### src/rtl/id_ex_stage.sv
// id_ex_stage: ID/EX pipeline register of the 5-stage MIPS core.
// Registers decoded operands, shift selects, destination and control for the
// EX-stage shifter/ALU, inserts bubbles on flush and load-use hazards, and
// freezes on an external hold.
// Optional feature macro: ID_EX_FWD_EN
//   defined   - EX/MEM and MEM/WB results are forwarded onto ex_rd1/ex_rd2,
//               and only a load feeding the next instruction stalls.
//   undefined - ex_rd1/ex_rd2 are the raw registered operands; any RAW on an
//               instruction in EX or EX/MEM stalls until the capture-side
//               WB bypass can supply the value.
module id_ex_stage #(
    parameter int CTRL_W = 8,
    parameter int PC_W   = 32
) (
    input  logic              clk,
    input  logic              rst_n,
    input  logic              id_valid,
    input  logic [PC_W-1:0]   id_pc,
    input  logic [4:0]        id_rs,
    input  logic [4:0]        id_rt,
    input  logic [31:0]       id_rd1,
    input  logic [31:0]       id_rd2,
    input  logic [4:0]        id_shamt,
    input  logic              id_sll,
    input  logic              id_srl,
    input  logic              id_sra,
    input  logic              id_v,
    input  logic [4:0]        id_dst,
    input  logic              id_regwrite,
    input  logic              id_memread,
    input  logic [CTRL_W-1:0] id_ctrl,
    input  logic              hold,
    input  logic              flush,
    input  logic              mem_regwrite,
    input  logic [4:0]        mem_dst,
    input  logic [31:0]       mem_result,
    input  logic              wb_regwrite,
    input  logic [4:0]        wb_dst,
    input  logic [31:0]       wb_result,
    output logic              stall_out,
    output logic              ex_valid,
    output logic [PC_W-1:0]   ex_pc,
    output logic [31:0]       ex_rd1,
    output logic [31:0]       ex_rd2,
    output logic [4:0]        ex_shamt,
    output logic              ex_sll,
    output logic              ex_srl,
    output logic              ex_sra,
    output logic              ex_v,
    output logic [4:0]        ex_dst,
    output logic              ex_regwrite,
    output logic              ex_memread,
    output logic [CTRL_W-1:0] ex_ctrl
);

    // Registered source numbers and raw operands.
    logic [4:0]  ex_rs;
    logic [4:0]  ex_rt;
    logic [31:0] ex_rd1_q;
    logic [31:0] ex_rd2_q;

    // Capture-side bypass covers the register file writing and reading the
    // same register in the same cycle.
    logic        wb_hit_rs;
    logic        wb_hit_rt;
    logic [31:0] cap_rd1;
    logic [31:0] cap_rd2;
    logic        load_use;

    assign wb_hit_rs = wb_regwrite && (wb_dst != 5'd0) && (wb_dst == id_rs);
    assign wb_hit_rt = wb_regwrite && (wb_dst != 5'd0) && (wb_dst == id_rt);
    assign cap_rd1   = wb_hit_rs ? wb_result : id_rd1;
    assign cap_rd2   = wb_hit_rt ? wb_result : id_rd2;

`ifdef ID_EX_FWD_EN
    // Only a load in EX cannot be forwarded in time for the next instruction.
    assign load_use = ex_valid && ex_memread && (ex_dst != 5'd0) && id_valid &&
                      ((ex_dst == id_rs) || (ex_dst == id_rt));
`else
    // Without output forwarding every producer in EX or EX/MEM must drain to
    // WB before the consumer is captured through the WB bypass.
    logic ex_raw;
    logic mem_raw;
    assign ex_raw   = ex_valid && (ex_regwrite || ex_memread) && (ex_dst != 5'd0) &&
                      ((ex_dst == id_rs) || (ex_dst == id_rt));
    assign mem_raw  = mem_regwrite && (mem_dst != 5'd0) &&
                      ((mem_dst == id_rs) || (mem_dst == id_rt));
    assign load_use = id_valid && (ex_raw || mem_raw);
`endif

    assign stall_out = hold || load_use;

    // Pipeline register: reset clears, hold freezes, flush/hazard loads a
    // bubble, otherwise the ID instruction is captured.
    always_ff @(posedge clk) begin
        if (!rst_n) begin
            ex_valid    <= 1'b0;
            ex_pc       <= '0;
            ex_rs       <= 5'd0;
            ex_rt       <= 5'd0;
            ex_rd1_q    <= 32'd0;
            ex_rd2_q    <= 32'd0;
            ex_shamt    <= 5'd0;
            ex_sll      <= 1'b0;
            ex_srl      <= 1'b0;
            ex_sra      <= 1'b0;
            ex_v        <= 1'b0;
            ex_dst      <= 5'd0;
            ex_regwrite <= 1'b0;
            ex_memread  <= 1'b0;
            ex_ctrl     <= '0;
        end else if (!hold) begin
            if (flush || load_use) begin
                ex_valid    <= 1'b0;
                ex_pc       <= '0;
                ex_rs       <= 5'd0;
                ex_rt       <= 5'd0;
                ex_rd1_q    <= 32'd0;
                ex_rd2_q    <= 32'd0;
                ex_shamt    <= 5'd0;
                ex_sll      <= 1'b0;
                ex_srl      <= 1'b0;
                ex_sra      <= 1'b0;
                ex_v        <= 1'b0;
                ex_dst      <= 5'd0;
                ex_regwrite <= 1'b0;
                ex_memread  <= 1'b0;
                ex_ctrl     <= '0;
            end else begin
                ex_valid    <= id_valid;
                ex_pc       <= id_pc;
                ex_rs       <= id_rs;
                ex_rt       <= id_rt;
                ex_rd1_q    <= cap_rd1;
                ex_rd2_q    <= cap_rd2;
                ex_shamt    <= id_shamt;
                ex_sll      <= id_sll;
                ex_srl      <= id_srl;
                ex_sra      <= id_sra;
                ex_v        <= id_v;
                ex_dst      <= id_dst;
                ex_regwrite <= id_regwrite;
                ex_memread  <= id_memread;
                ex_ctrl     <= id_ctrl;
            end
        end
    end

`ifdef ID_EX_FWD_EN
    // Output forwarding per operand; EX/MEM is younger so it wins over MEM/WB.
    always_comb begin
        ex_rd1 = ex_rd1_q;
        ex_rd2 = ex_rd2_q;
        if (mem_regwrite && (mem_dst != 5'd0) && (mem_dst == ex_rs)) begin
            ex_rd1 = mem_result;
        end else if (wb_regwrite && (wb_dst != 5'd0) && (wb_dst == ex_rs)) begin
            ex_rd1 = wb_result;
        end
        if (mem_regwrite && (mem_dst != 5'd0) && (mem_dst == ex_rt)) begin
            ex_rd2 = mem_result;
        end else if (wb_regwrite && (wb_dst != 5'd0) && (wb_dst == ex_rt)) begin
            ex_rd2 = wb_result;
        end
    end
`else
    assign ex_rd1 = ex_rd1_q;
    assign ex_rd2 = ex_rd2_q;

    // Source numbers and the EX/MEM result only matter when forwarding.
    logic unused_fwd;
    assign unused_fwd = ^{ex_rs, ex_rt, mem_result};
`endif

endmodule

### config.mk
export PLATFORM = sky130hd
export DESIGN_NAME = id_ex_stage
export DESIGN_NICKNAME = d
export VERILOG_FILES = /design/src/rtl/id_ex_stage.sv
export SDC_FILE = /design/constraint.sdc
export NUM_CORES = 1
export LEC_CHECK = 0
export ABC_AREA = 1
export CAP_MARGIN = 40
export CORE_AREA = 2 2 140 142
export DETAILED_ROUTE_END_ITERATION = 8
export DIE_AREA = 0 0 142 144
export GPL_ROUTABILITY_DRIVEN = 0
export PLACE_DENSITY = 0.76
export RECOVER_POWER = 50
export SLEW_MARGIN = 20
export SYNTH_ARGS = -nofsm -noshare
export SYNTH_HDL_FRONTEND = slang
export SYNTH_SLANG_ARGS = --single-unit
### constraint.sdc
create_clock -name clk -period 1.5 [get_ports clk]
set_clock_uncertainty 0.15 [all_clocks]
set_input_delay 0.3 -clock clk [delete_from_list [all_inputs] [get_ports clk]]
set_output_delay 0.3 -clock clk [all_outputs]
set_load 0.01 [all_outputs]
# After elaboration in Yosys (flattened, before gate mapping)
# Cells that the tools add are included.
[word_totals]
reg_bits = 121
word_cells = 52
out_inout_bits = 122
[op_classes]
n_eq_ne = 6
mux = 15
n_reduce_logical = 18
[ops]
columns = ["op", "count"]
rows = [
  ["$mux 32", 5],
  ["$eq 5x5->1", 6],
  ["$reduce_bool 5->1", 3],
  ["$mux 5", 2],
  ["$logic_and 1x1->1", 9],
  ["$mux 8", 1],
  ["$mux 1", 7],
  ["$logic_or 1x1->1", 6],
]

# Logic depth before layout (Yosys ltp)
[depth]
depth_word = 8
depth_mapped = 13
mapped_depth_nobuf = 11

# Worst setup path before layout
# Ideal clock, no wire load.
[synth_path]
path_kind = "reg-to-output"
start = "reg ex_dst[4]"
end = "out stall_out"
arrival_ns = 1.235
stages_incl_launch_ff = 12
path_slack_ns = -0.185
n_path_buf = 1
path_cell_list = "dfxtp_1 -> inv_1 -> nand2_1 -> nand2_1 -> nor2_1 -> nand3_1 -> nand2_1 -> nand2_1 -> nand2_2 -> nand2_4 -> buf_2 -> nand2_1"
[synth_between]
elab_chain_len = 6
elab_cells_between_ends = 9
cone_classes = "2 x eq/ne; 7 x reduce/logical"
[synth_rtl]
columns = ["item", "line", "source"]
rows = [
  ["start: declaration", "50", "output logic [4:0] ex_dst,"],
  ["start signal: assignment", "141", "ex_dst <= id_dst;"],
  ["$eq 5x5->1 or $reduce_bool 5->1 (tied branches)", "85, 84", ""],
  ["$logic_or 1x1->1 or $logic_and 1x1->1 (tied branches)", "85, 84", ""],
  ["$logic_and 1x1->1 *", "84", "assign ex_raw = ex_valid && (ex_regwrite || ex_memread) && (ex_dst != 5'd0) &&"],
  ["$logic_or 1x1->1 *", "88", "assign load_use = id_valid && (ex_raw || mem_raw);"],
  ["$logic_and 1x1->1 *", "88", ""],
  ["$logic_or 1x1->1 *", "91", "assign stall_out = hold || load_use;"],
  ["end: declaration", "40", "output logic stall_out,"],
]
# Every way passes the cells marked *; elsewhere a longest branch is shown, timed or not.

# Worst setup path in the final report
[layout_path]
start = "reg ex_dst[0]"
end = "reg ex_shamt[0]"
[layout_between]
elab_chain_len = 7
elab_cells_between_ends = 10
cone_classes = "2 x eq/ne; 1 x mux; 7 x reduce/logical"
[layout_rtl]
columns = ["item", "line", "source"]
rows = [
  ["$eq 5x5->1 or $reduce_bool 5->1 (tied branches)", "85, 84", ""],
  ["$logic_or 1x1->1 or $logic_and 1x1->1 (tied branches)", "85, 84", ""],
  ["$logic_and 1x1->1 *", "84", ""],
  ["$logic_or 1x1->1 *", "88", ""],
  ["$logic_and 1x1->1 *", "88", ""],
  ["$logic_or 1x1->1 *", "113", "if (flush || load_use) begin"],
  ["$mux 5 *", "113", ""],
  ["end signal: assignment", "136", "ex_shamt <= id_shamt;"],
  ["end: declaration", "45", "output logic [4:0] ex_shamt,"],
]
# Marks and branches as above.
# A chain may end at the register's enable or synchronous reset.

==> reports/results.txt <==
The tools report the number of antenna diodes as 0. In this run the power spent charging and discharging nets is 2650 µW. The netlist uses 24 different library cells.

Per report_power, the sequential group accounts for 34.6% of the total. The number of hold-repair buffers added at the cts stage was 0. After Yosys synthesis, XOR and XNOR cells account for 1.65% of the synthesized area. The number of nets in the synthesized netlist is 1,333.

For the number of nets still failing antenna checks after routing, the log shows 0. Of all nets on the critical path, the largest fanout is 8. The synthesis-to-finish area growth is 69.0%. After global routing the overflow that remains totals 0. The critical path class was reg2reg.

In this run the horizontal extent of the chip is 142 µm. In this run, the combinational gates consume 19.0% of the power. At the pin with the least slew margin, the transition time is 0.693 ns. The required time reported for the critical path endpoint was 1.70 ns.

The combinational family with the most area after synthesis is simple AND/OR/NAND/NOR gates. The floorplan step defined a die boundary enclosing 20,400 µm². At the placement stage, the worst setup path has a slack of -1.17 ns. The first routing iteration left 306 violations. For this run, the register share of the synthesized area comes to 35.1%. The core footprint is 19,100 µm². The setup check on the worst reg-to-reg path leaves a slack of -0.59 ns.

The final reports fail on negative setup slack. Measured along the y axis, the die boundary spans 144 µm. The logs give 7230 µW for the internal power consumption and 9880 µW for the power consumption.

The final route contains 8,114 vias. The tools report the number of remaining DRC errors as 0. The post-route netlist has 17.8% of its cells at a drive strength greater than 1. The tools report the launching element type of the critical path as a flop. Setup repair after global routing could not meet its margin everywhere. The first global-routing pass estimated 37,400 µm of wire.

During synthesis, Yosys emitted a total of 0 warnings. TritonCTS built the clock tree. Hold is met by 0.273 ns. The run gives 16,500 µm as the HPWL after detailed placement. For the post-synthesis cell count, the log shows 1,122. The share of synthesized cell area in and, or, nand and nor gates works out to 39.2%. Input and output buffers added on the ports amount to 300. After filler insertion, the fill cell instance count of the layout stands at 1,794. Based on the critical path, the design can be clocked at up to 480 MHz. The number of vias per cell was 4.80.

The tools report the setup slack of the critical path after layout as -0.585 ns. The share of total power in the clock network is 46.4%, and the clock insertion delay at the later pin of the skew report is 0.42 ns. The mux contribution to synthesized area is 0%, and the number of maximum-capacitance violations is 0. Clock-pin slew was measured on the worst setup and hold paths at 0.06 ns.

The switching power share of the total is 26.8%, and the I/O pin count is 333. The logs give 0.732 mV for the worst-case vdd ir drop and 5 for the detailed-router iteration count before antenna repair. Nature of the critical path endpoint: a flop. For this design the static power due to leakage is 0.00546 µW. After synthesis the netlist holds a flip-flop and latch count of 121.

Dividing the final minimum period by the clock period gives 139%. The number of clock buffers added by TritonCTS is 17. The maximum clock insertion buffer count came out at 2. After synthesis, the mean cell area works out to 6.15 µm². After detailed routing, the total wire length is 27,600 µm. The run gives 53.8% as the relative slew slack. The via count of the first global-routing pass is 7,386.

Overall global routing resource usage: 23.2%. After detailed routing, the average wire length per cell comes to 16.3 µm. The adder-cell area share of the yosys netlist was 0%; the number of max-slew violations in the final report was 0. The flow ran to the end, but the final reports show violations. Setup violations remaining at the end of the flow were counted as 122. Type of the worst min-delay path: in2reg. The complex-gate fraction of the synthesized area came out at 10.1%. The tree built by TritonCTS fans out to 121 sinks.

The cell area after synthesis came out at 6900 µm². The tools report the pin count of the biggest net entering global routing as 65. Cell area power density: 848 nW/µm². The number of antenna violations at the first check in global routing is 0, and the setup TNS is -59.89 ns. Data arrives at the worst endpoint at 2.28 ns.

The final hold violation count was 0. The tools report the final net count as 1,649. For this configuration, the core starts out at a cell density of 36.1%.

The floorplan has 51 rows. The H-tree was split into 4 levels. The routed design could run at a clock period as short as 2.09 ns. The tree is rooted in a clkbuf_16.
worst max-delay path, cell delays in order (launching register included):
cell	delay, ns
dfxtp_2	0.41
xor2_1	0.21
nor2_1	0.06
nand3_1	0.07
nand2_1	0.06
nand2_1	0.07
nand2_2	0.07
nand2_4	0.08
buf_4	0.15
buf_12	0.13
buf_4	0.12
clkbuf_16	0.17
nand3_1	0.08
a21oi_1	0.17
Yosys cell counts:
| cell type | instances | area, µm² |
|---|---|---|
| nand2_4 | 1 | 11.3 |
| nand4_1 | 2 | 12.5 |
| nand2_2 | 1 | 6.26 |
| buf_2 | 18 | 90.1 |
| nand3_2 | 20 | 200 |
| nor2_2 | 1 | 6.26 |
| nand2_1 | 308 | 1160 |
| dfxtp_1 | 121 | 2420 |
| inv_1 | 145 | 544 |
| nand3_4 | 2 | 35.0 |
| o211ai_1 | 1 | 7.51 |
| buf_8 | 1 | 15.0 |
| inv_2 | 2 | 7.51 |
| clkinv_1 | 1 | 3.75 |
| a21oi_2 | 20 | 175 |
| o21ai_0 | 1 | 5.00 |
| buf_6 | 11 | 124 |
| clkbuf_1 | 39 | 146 |
| xnor2_1 | 4 | 35.0 |
| nand3_1 | 106 | 531 |
| xor2_1 | 9 | 78.8 |
| buf_1 | 8 | 30.0 |
| nor2_1 | 199 | 747 |
| a21oi_1 | 101 | 505 |
metrics by stage:
step | std cells | cell area, µm² | util (%)
3_3_place_gp | 1629 | 10500 | 54.8
3_5_place_dp | 1629 | 10500 | 54.8
4_1_cts | 1663 | 11100 | 58.1
2_1_floorplan | 1122 | 7060 | -
6_report | 1689 | 11700 | 61.1
5_1_grt | 1689 | 11700 | 61.1
routing by layer:
layer  vias up  part of all wire (%)  GRT usage, %
li1       4075                     -             -
met1      3671                    42          28.2
met2       329                    47          38.3
met3        39                   8.4          7.38
met4         0                   2.2          9.21
met5         -                     0             0
worst paths after layout:
kind | to | startpoint | cells past startpoint
setup reg to reg | ex_shamt[0] | ex_dst[0] | 13
hold / removal | ex_pc[16] | flush | 5
setup / recovery | ex_shamt[0] | ex_dst[0] | 13
hold reg to reg | ex_rd2[14] | ex_rd2[14] | 2
final cells by class:
cell class	instances	area (µm²)	area share, %
flip-flops and latches	121	2450	21.0
repair buffers	374	3800	32.6
inverters	148	561	4.81
well taps	238	298	2.56
multi-input cells	776	3890	33.4
clock inverters	12	186	1.60
clock buffers	20	467	4.01
power groups by stage:
stage / Combinational [µW] / Clock [µW] / Sequential (µW)
2_1_floorplan: 740 / 0 / 3540
3_3_place_gp: 1810 / 0 / 3480
3_5_place_dp: 1830 / 0 / 3480
4_1_cts: 1770 / 4630 / 3410
5_1_grt: 2040 / 4790 / 3430
6_report: 1880 / 4580 / 3420
state kept, by name, summed over array words and instances, names as in the netlist:
signal and flops:
ex_memread 1, ex_regwrite 1, ex_srl 1, ex_v 1, ex_sra 1, ex_rd2 32
ex_sll 1, ex_pc 32, ex_dst 5, ex_valid 1, ex_shamt 5, ex_ctrl 8
ex_rd1 32
what timing repair did:
action,in CTS,in global routing
pin swaps,3,3
gates cloned,2,14
endpoints found under the setup margin,243,203
gates resized for setup,232,164
buffers inserted,0,12
logic make-up (layout without fill, tap and decap cells):
kind of cell,count (synthesis),in the layout
buf+inv,225,554
flops,121,121
simple gates,640,640
compound gates,123,123
xor+xnor,13,13
cells in the final DEF (no fill, tap or decap), types with 26 or more instances in the layout:
cell type	synthesis	final
clkdlybuf4s15_1	0	60
nand3_2	20	55
clkdlybuf4s50_1	0	162
buf_4	0	39
nand3_1	106	63
clkbuf_1	39	31
nor2_1	199	197
dlygate4sd2_1	0	29
inv_1	145	139
nand2_1	308	307
dfxtp_1	121	110
a21oi_1	101	78
a21oi_2	20	43
clkbuf_16	0	26
Note: power is estimated with default switching activity, not from simulation.
